**src/rtl/oam_dma_ctrl.sv**
```systemverilog
// OAM DMA sequencer: a CPU write to FF46 copies 160 bytes from page XX00 into OAM.
// Optional macro DMA_PPU_LOCK_EN adds PPU OAM-scan arbitration (stall + OAM read block).
module oam_dma_ctrl #(
    parameter int CYCLES_PER_BYTE = 4,
    parameter int OAM_BYTES       = 160
) (
    input  logic        clk,
    input  logic        rst,
    input  logic [15:0] ADDR,
    input  logic        WR,
    input  logic [7:0]  MMIO_DATA_out,
    output logic [7:0]  DMA_REG,
    output logic        DMA_ACTIVE,
    output logic        CPU_BLOCK,
    output logic        DMA_RD,
    output logic [15:0] DMA_SRC_ADDR,
    input  logic [7:0]  DMA_DATA_in,
    output logic        OAM_WR,
    output logic [7:0]  OAM_ADDR,
    output logic [7:0]  OAM_DATA
`ifdef DMA_PPU_LOCK_EN
    ,
    input  logic [1:0]  PPU_MODE,
    output logic        PPU_OAM_BLOCK
`endif
);

    localparam int SLOT_W = $clog2(CYCLES_PER_BYTE);
    localparam logic [SLOT_W-1:0] SLOT_LAST = SLOT_W'(CYCLES_PER_BYTE - 1);
    localparam logic [SLOT_W-1:0] SLOT_RD   = SLOT_W'(0);
    localparam logic [SLOT_W-1:0] SLOT_LAT  = SLOT_W'(1);
    localparam logic [SLOT_W-1:0] SLOT_WR   = SLOT_W'(2);
    localparam logic [7:0]        IDX_LAST  = 8'(OAM_BYTES - 1);

    typedef enum logic [1:0] {S_IDLE, S_START, S_COPY} state_t;

    state_t            state_reg, state_next;
    logic [SLOT_W-1:0] slot_reg, slot_next;
    logic [7:0]        idx_reg, idx_next;
    logic [7:0]        page_reg, page_next;
    logic [7:0]        data_reg, data_next;
    logic [7:0]        dma_reg_reg, dma_reg_next;
    logic              trigger;
    logic              stall;

    assign trigger = WR && (ADDR == 16'hFF46);

`ifdef DMA_PPU_LOCK_EN
    // OAM scan wins only at a slot boundary, so a started read/latch/write slot is never split
    assign stall         = (state_reg == S_COPY) && (PPU_MODE == 2'd2) && (slot_reg == SLOT_RD);
    assign PPU_OAM_BLOCK = DMA_ACTIVE && PPU_MODE[1];
`else
    assign stall = 1'b0;
`endif

    always_ff @(posedge clk or negedge rst) begin
        if (!rst) begin
            state_reg   <= S_IDLE;
            slot_reg    <= '0;
            idx_reg     <= '0;
            page_reg    <= '0;
            data_reg    <= '0;
            dma_reg_reg <= '0;
        end else begin
            state_reg   <= state_next;
            slot_reg    <= slot_next;
            idx_reg     <= idx_next;
            page_reg    <= page_next;
            data_reg    <= data_next;
            dma_reg_reg <= dma_reg_next;
        end
    end

    always_comb begin
        state_next   = state_reg;
        slot_next    = slot_reg;
        idx_next     = idx_reg;
        page_next    = page_reg;
        data_next    = data_reg;
        dma_reg_next = dma_reg_reg;
        DMA_RD       = 1'b0;
        OAM_WR       = 1'b0;

        case (state_reg)
            S_START: begin
                if (slot_reg == SLOT_LAST) begin
                    state_next = S_COPY;
                    slot_next  = '0;
                    idx_next   = '0;
                end else begin
                    slot_next = slot_reg + SLOT_W'(1);
                end
            end
            S_COPY: begin
                if (!stall) begin
                    DMA_RD = (slot_reg == SLOT_RD);
                    OAM_WR = (slot_reg == SLOT_WR);
                    if (slot_reg == SLOT_LAT)
                        data_next = DMA_DATA_in;
                    if (slot_reg == SLOT_LAST) begin
                        slot_next = '0;
                        if (idx_reg == IDX_LAST)
                            state_next = S_IDLE;
                        else
                            idx_next = idx_reg + 8'd1;
                    end else begin
                        slot_next = slot_reg + SLOT_W'(1);
                    end
                end
            end
            default: ;
        endcase

        // A trigger in any state (re)starts; going to START drops any write not yet issued
        if (trigger) begin
            dma_reg_next = MMIO_DATA_out;
            page_next    = (MMIO_DATA_out >= 8'hE0) ? (MMIO_DATA_out - 8'h20) : MMIO_DATA_out;
            state_next   = S_START;
            slot_next    = '0;
            idx_next     = '0;
        end
    end

    assign DMA_ACTIVE   = (state_reg != S_IDLE);
    assign CPU_BLOCK    = DMA_ACTIVE && !((ADDR >= 16'hFF80) && (ADDR != 16'hFFFF));
    assign DMA_SRC_ADDR = {page_reg, idx_reg};
    assign OAM_ADDR     = idx_reg;
    assign OAM_DATA     = data_reg;
    assign DMA_REG      = dma_reg_reg;

endmodule

```
**config.mk**
```make
export PLATFORM = sky130hd
export DESIGN_NAME = oam_dma_ctrl
export DESIGN_NICKNAME = d
export VERILOG_FILES = /design/src/rtl/oam_dma_ctrl.sv
export SDC_FILE = /design/constraint.sdc
export NUM_CORES = 1
export LEC_CHECK = 0
export CAP_MARGIN = 15
export CORE_MARGIN = 4
export CORE_UTILIZATION = 42
export CTS_CLUSTER_DIAMETER = 150
export CTS_CLUSTER_SIZE = 16
export DETAILED_ROUTE_END_ITERATION = 10
export PLACE_DENSITY = 0.8
export SYNTH_ARGS = -nofsm -noshare
export SYNTH_HDL_FRONTEND = slang
export SYNTH_SLANG_ARGS = --single-unit
```
**constraint.sdc**
```tcl
create_clock -name clk -period 2.1 [get_ports clk]
set_input_delay 0.21 -clock clk [delete_from_list [all_inputs] [get_ports clk]]
set_output_delay 0.21 -clock clk [all_outputs]
set_load 0.05 [all_outputs]
```
==> results.toml <==
[synth]
async_reset_ff_share_pct = 100
synth.area.top_cells = "dfrtp_1 44%, mux2_2 12%, buf_4 6.9%"
synth_top_area_share_pct = 44.3
avgSynthCellArea_um2 = 10.7
seq_area_frac_synth_pct = 44.3
yosysMostFrequentCell = "dfrtp_1"
ys_types = 37
synthTopCellsByCount = "31 x dfrtp_1, 19 x mux2_2, 16 x buf_4"
synth_edf_count = 0
syn_nets = 207
yosys_warnings = 0
netlist_area_um2 = 1750
syn_inst = 163
ys_seq_elements = 31
synth_top_cell_by_area = "dfrtp_1"
synthFlopType = "dfrtp_1"

[cells_and_area]
nFillCells = 334
drive_gt1_share_pct = 18.3
nets = 278
area_growth_pct = 50.1
fin_area_um2 = 2630
fin_util_pct = 65.2
n_antenna_cell = 0

[worst_setup_path]
start_kind = "flop"
r2r_slack_ns = 0.27
worstPathRequired_ns = 1.89
crit_path_end = "DMA_ACTIVE"
crit_arrival_ns = 1.80
worstReg2RegEnd = "OAM_ADDR[2]"
reg2regPathDepth = 6
worstSetupPathType = "flop to output pin"
end_kind = "output pin"
startpoint = "state_reg[1]"
r2r_start = "OAM_ADDR[1]"
crit_path_max_fanout = 4

[floorplanning]
fp.coreArea_um2 = 4030
start_util_pct = 43.4
die_w_um = 72.6
io_pins = 79
die_y_um = 72.6
core.rowCount = 23
die_area_um2 = 5260

[power_and_ir_drop]
peakVddDrop_v = 0.000634
p_sw_share_pct = 40.5
power_frac_comb_pct = 42.9
p_per_area_nw_per_um2 = 928
power_frac_seq_pct = 31.8
p_switching_mw = 0.988
internal_power_mw = 1.45
p_leak_nw = 1.17
clkPwrFrac_pct = 25.3

[sta]
final-max-slew-violation-count = 0
grt_setup_unrepaired = "no"
fin_hold_ws_ns = 0.309
setup_ws_ns = 0.0897
max_slew.worst_pin.slew_ns = 0.517
hold_violations = 0
fin_crit_sh_pct = 95.7
finalSetupViolCount = 0
fin_setup_tns_ns = 0
max_freq_mhz = 497
period_minus_slack_ns = 2.01
relSlewSlack_pct = 65.5
fin_skew_ns = 0.00522

[placed_design]
numPortBuffers = 78
placed_cell_area_um2 = 2510
pre_cts_slack_ns = 0.252
post-dp-hpwl_um = 3220
gp_congestion = 0.866

[grt]
overflow = 0
antenna_found_initial = 0
grt_max_degree = 32
grt_usage_pct = 16.9
first_global_vias = 1497
grt_pass1_wl_um = 6940

[detailed_routing]
drtAntennaViolNets = 0
wl_per_cell_um = 14.8
dr_total_vias = 1493
drt_iter0_drc = 81
via_per_inst = 5.24
drt-total-wl_um = 4220
drc = 0
dr.pass1.iters = 4

[clocking]
htreeDepth = 2
cts_buffer_depth = 2
clk_pin_slew_ns = 0.07
numCtsBuffers = 5
post_cts_buffers = 0
insertion_delay_ns = 0.28
root_buffer = "clkbuf_8"
cts_num_sinks = 31
cts_tree = "done"

[run]
maxCapViolCount = 0

[outcome]
outcome = "complete, no violations"

[hold_path]
min-delay-path-class = "input port to asynchronous set/reset pin"
-- critical path, stage by stage (launching register included) --
cell	delay [ns]
dfrtp_1	0.39
inv_1	0.08
ha_1	0.20
inv_1	0.05
clkdlybuf4s50_1	0.80
-- kinds of logic after synthesis --
kind of cell,Yosys count,synth area share [%]
compound gates,28,10.7
fa+ha+maj,9,6.43
buf+inv,28,10.9
flops,31,44.3
mux,21,13.4
simple gates,46,14.2
-- power groups by stage --
stage / Sequential (mW) / Clock (mW) / Combinational [mW]
2_1_floorplan: 1.05 / 0 / 0.444
3_3_place_gp: 0.781 / 0 / 1.04
3_5_place_dp: 0.786 / 0 / 1.05
4_1_cts: 0.775 / 0.629 / 1.05
5_1_grt: 0.796 / 0.652 / 1.10
6_report: 0.775 / 0.617 / 1.05
-- worst min path at each step --
stage,slack (ns),endpoint,cells past startpoint
2_1_floorplan,-0.09,DMA_REG[5],0
3_3_place_gp,0.49,OAM_DATA[2],1
3_5_place_dp,0.49,OAM_DATA[0],1
4_1_cts,0.32,page_reg[4],2
5_1_grt,0.34,page_reg[4],2
6_report,0.31,page_reg[1],2
-- placed cells by master, fill, tap and decap left out, types with 2 or more instances in the layout --
master and n:
o21ai_0 2, nand2_1 9, mux2i_1 2, dfrtp_1 31
buf_12 3, nand3_1 4, a211oi_1 2, nand4_1 4
a31oi_1 5, clkbuf_8 6, ha_1 8, buf_4 6
and3_1 3, clkdlybuf4s50_1 75, mux2_2 19, a31o_2 2
nor2_1 13, inv_1 8, nor3_1 2, and2_1 2
a21oi_1 10
-- metrics by stage --
stage	power [mW]	instances
floorplan	1.49	163
detailed placement	1.84	277
global placement	1.82	277
CTS	2.46	285
global route	2.55	285
finish	2.44	285
-- timing repair --
action	in CTS	in global routing
endpoints found under the hold margin	0	0
hold buffers	0	0
setup endpoints to repair	0	1
gates resized for setup	0	1
-- metal layers --
metal	GRT usage [%]	vias up	part of all wire, %
met4	9.22	0	2.3
met5	0	-	0
met1	19.5	710	38
met3	5.12	8	8.5
li1	-	711	-
met2	27.9	64	51
-- area by class of cell --
class	count	area [um2]	share of cell area [%]
Multi-Input combinational cell	104	786	29.9
Timing Repair Buffer	84	856	32.6
Inverter	8	30.0	1.14
Tap cell	50	62.6	2.38
Clock buffer	6	82.6	3.14
Clock inverter	2	35.0	1.33
Sequential cell	31	776	29.5
No activity file was read; power rests on OpenSTA's default activity.
==> patch: new RTL, same flow settings <==
Set the parameter `CYCLES_PER_BYTE` to 2 (it was 4).
--- a/src/rtl/oam_dma_ctrl.sv
+++ b/src/rtl/oam_dma_ctrl.sv
@@ -3,3 +3,3 @@
 module oam_dma_ctrl #(
-    parameter int CYCLES_PER_BYTE = 4,
+    parameter int CYCLES_PER_BYTE = 2,
     parameter int OAM_BYTES       = 160
Behaviour: not the same (a bounded check fails within 4 cycles, from zero or initial values and one cycle with rst low).
==> patch against the unedited design <==
  * Global-route usage shrank 1.6 points
  * Area after synthesis shrank 6.0%
  * Cell count shrank 6.3%
  * Critical path depth is the same
  * Sequential cell count shrank 1
  * Design area shrank 5.3%
  * Count of clock-buffer cells in the layout grew 1
  * Worst setup slack gained 0.018 ns
  * Wire length shrank 12%
  * Largest cell class unchanged
  * Highest routed layer unchanged
Power is not compared: it rests on default switching activity, and its combinational part moved more than twofold at a synthesized area within 25%.
==> patch: results (changes against the unedited design) <==
The flow ran to the end, and the final reports show no timing, DRC or antenna violations. Share of the final layout cell area in sequential cells: 30.18% (was 29.52%). The relative slew slack is 65.60% (was 65.46%). The fraction of synthesized cell area in xor and xnor cells is 0.5323% (was 0%). The tools report the number of multi-input combinational cells in the layout as 94 (was 104).

The fraction of area in clock buffers and inverters came out at 3.672% (was 4.476%). Synth area leaders: sky130_fd_sc_hd__dfrtp_1 46%, sky130_fd_sc_hd__mux2_4 8.2%, sky130_fd_sc_hd__buf_4 7.3%, sky130_fd_sc_hd__mux2_2 6.8%, sky130_fd_sc_hd__a21oi_1 4.3% (was sky130_fd_sc_hd__dfrtp_1 44%, sky130_fd_sc_hd__mux2_2 12%, sky130_fd_sc_hd__buf_4 6.9%, sky130_fd_sc_hd__ha_1 6.4%, sky130_fd_sc_hd__a21oi_1 2.9%). The global-route wire length before repair is 6.085 mm (was 6.941 mm), and the layout inverter count without the clock tree is 6 (was 8). The wire length on met2 was 1.827 mm (was 2.170 mm); the fraction of layout cells with a size suffix above 1 was 15.07% (was 18.30%). The number of distinct library cells after synthesis came out at 34 (was 37). The final clock skew is 0.006498 ns (was 0.005219 ns). The post-detailed-placement half-perimeter wirelength came out at 2.826 mm (was 3.218 mm).

The adder and majority gate portion of the synthesized area was 3.802% (was 6.433%). The placer congestion estimate was 0.8436 (was 0.8657). The met1 layer wirelength in the final routing was 1.520 mm (was 1.598 mm).

The die outline width was 70.59 um (was 72.56 um); the final total power was 3.538 mW. Multi-input gate share of the layout cell area: 28.82% (was 29.90%). The tools report the signal arrival time at the worst endpoint as 1.78 ns (was 1.80 ns). The number of non-clock buffers in the layout works out to 81 (was 84). The tools report the end of the worst register-to-register path as OAM_DATA[5]$_DFFE_PN0P_ (was OAM_ADDR[2]$_DFFE_PN0P_). The via count of the routed design was 1,356 (was 1,493); the worst setup slack before clock tree synthesis was 0.2364 ns (was 0.2522 ns). The run gives 716.9 um2 (was 785.8 um2) as the area used by multi-input combinational logic. The run gives 2396 um2 (was 2507 um2) as the placed standard-cell area.
## patch: cell types whose count changed after synthesis, moves of 4 or more
cell,before,now
sky130_fd_sc_hd__ha_1,9,5
sky130_fd_sc_hd__mux2_2,19,10
sky130_fd_sc_hd__a21oi_1,10,14
sky130_fd_sc_hd__mux2_4,0,9
sky130_fd_sc_hd__o21ai_0,2,6
## patch: logic make-up (layout without fill, tap and decap cells)
| family | after synthesis | after routing |
|---|---|---|
| compound gates | 34 | 34 |
| simple gates | 34 | 34 |
| xor+xnor | 1 | 1 |
| flops | 30 | 30 |
| fa+ha+maj | 5 | 5 |
| buf+inv | 26 | 95 |
| mux | 20 | 20 |
## patch: routing by layer
layer	GRT usage, %	up-vias
li1	-	657
met5	0	-
met2	25.68	47
met1	16.70	646
met3	7.955	6
met4	5.219	0
## patch: critical path, delay by kind of cell (launching register included)
kind | cells | cell delay (ns)
adders and majority gates | 1 | 0.20
buffers and inverters | 3 | 0.93
DFF | 1 | 0.37
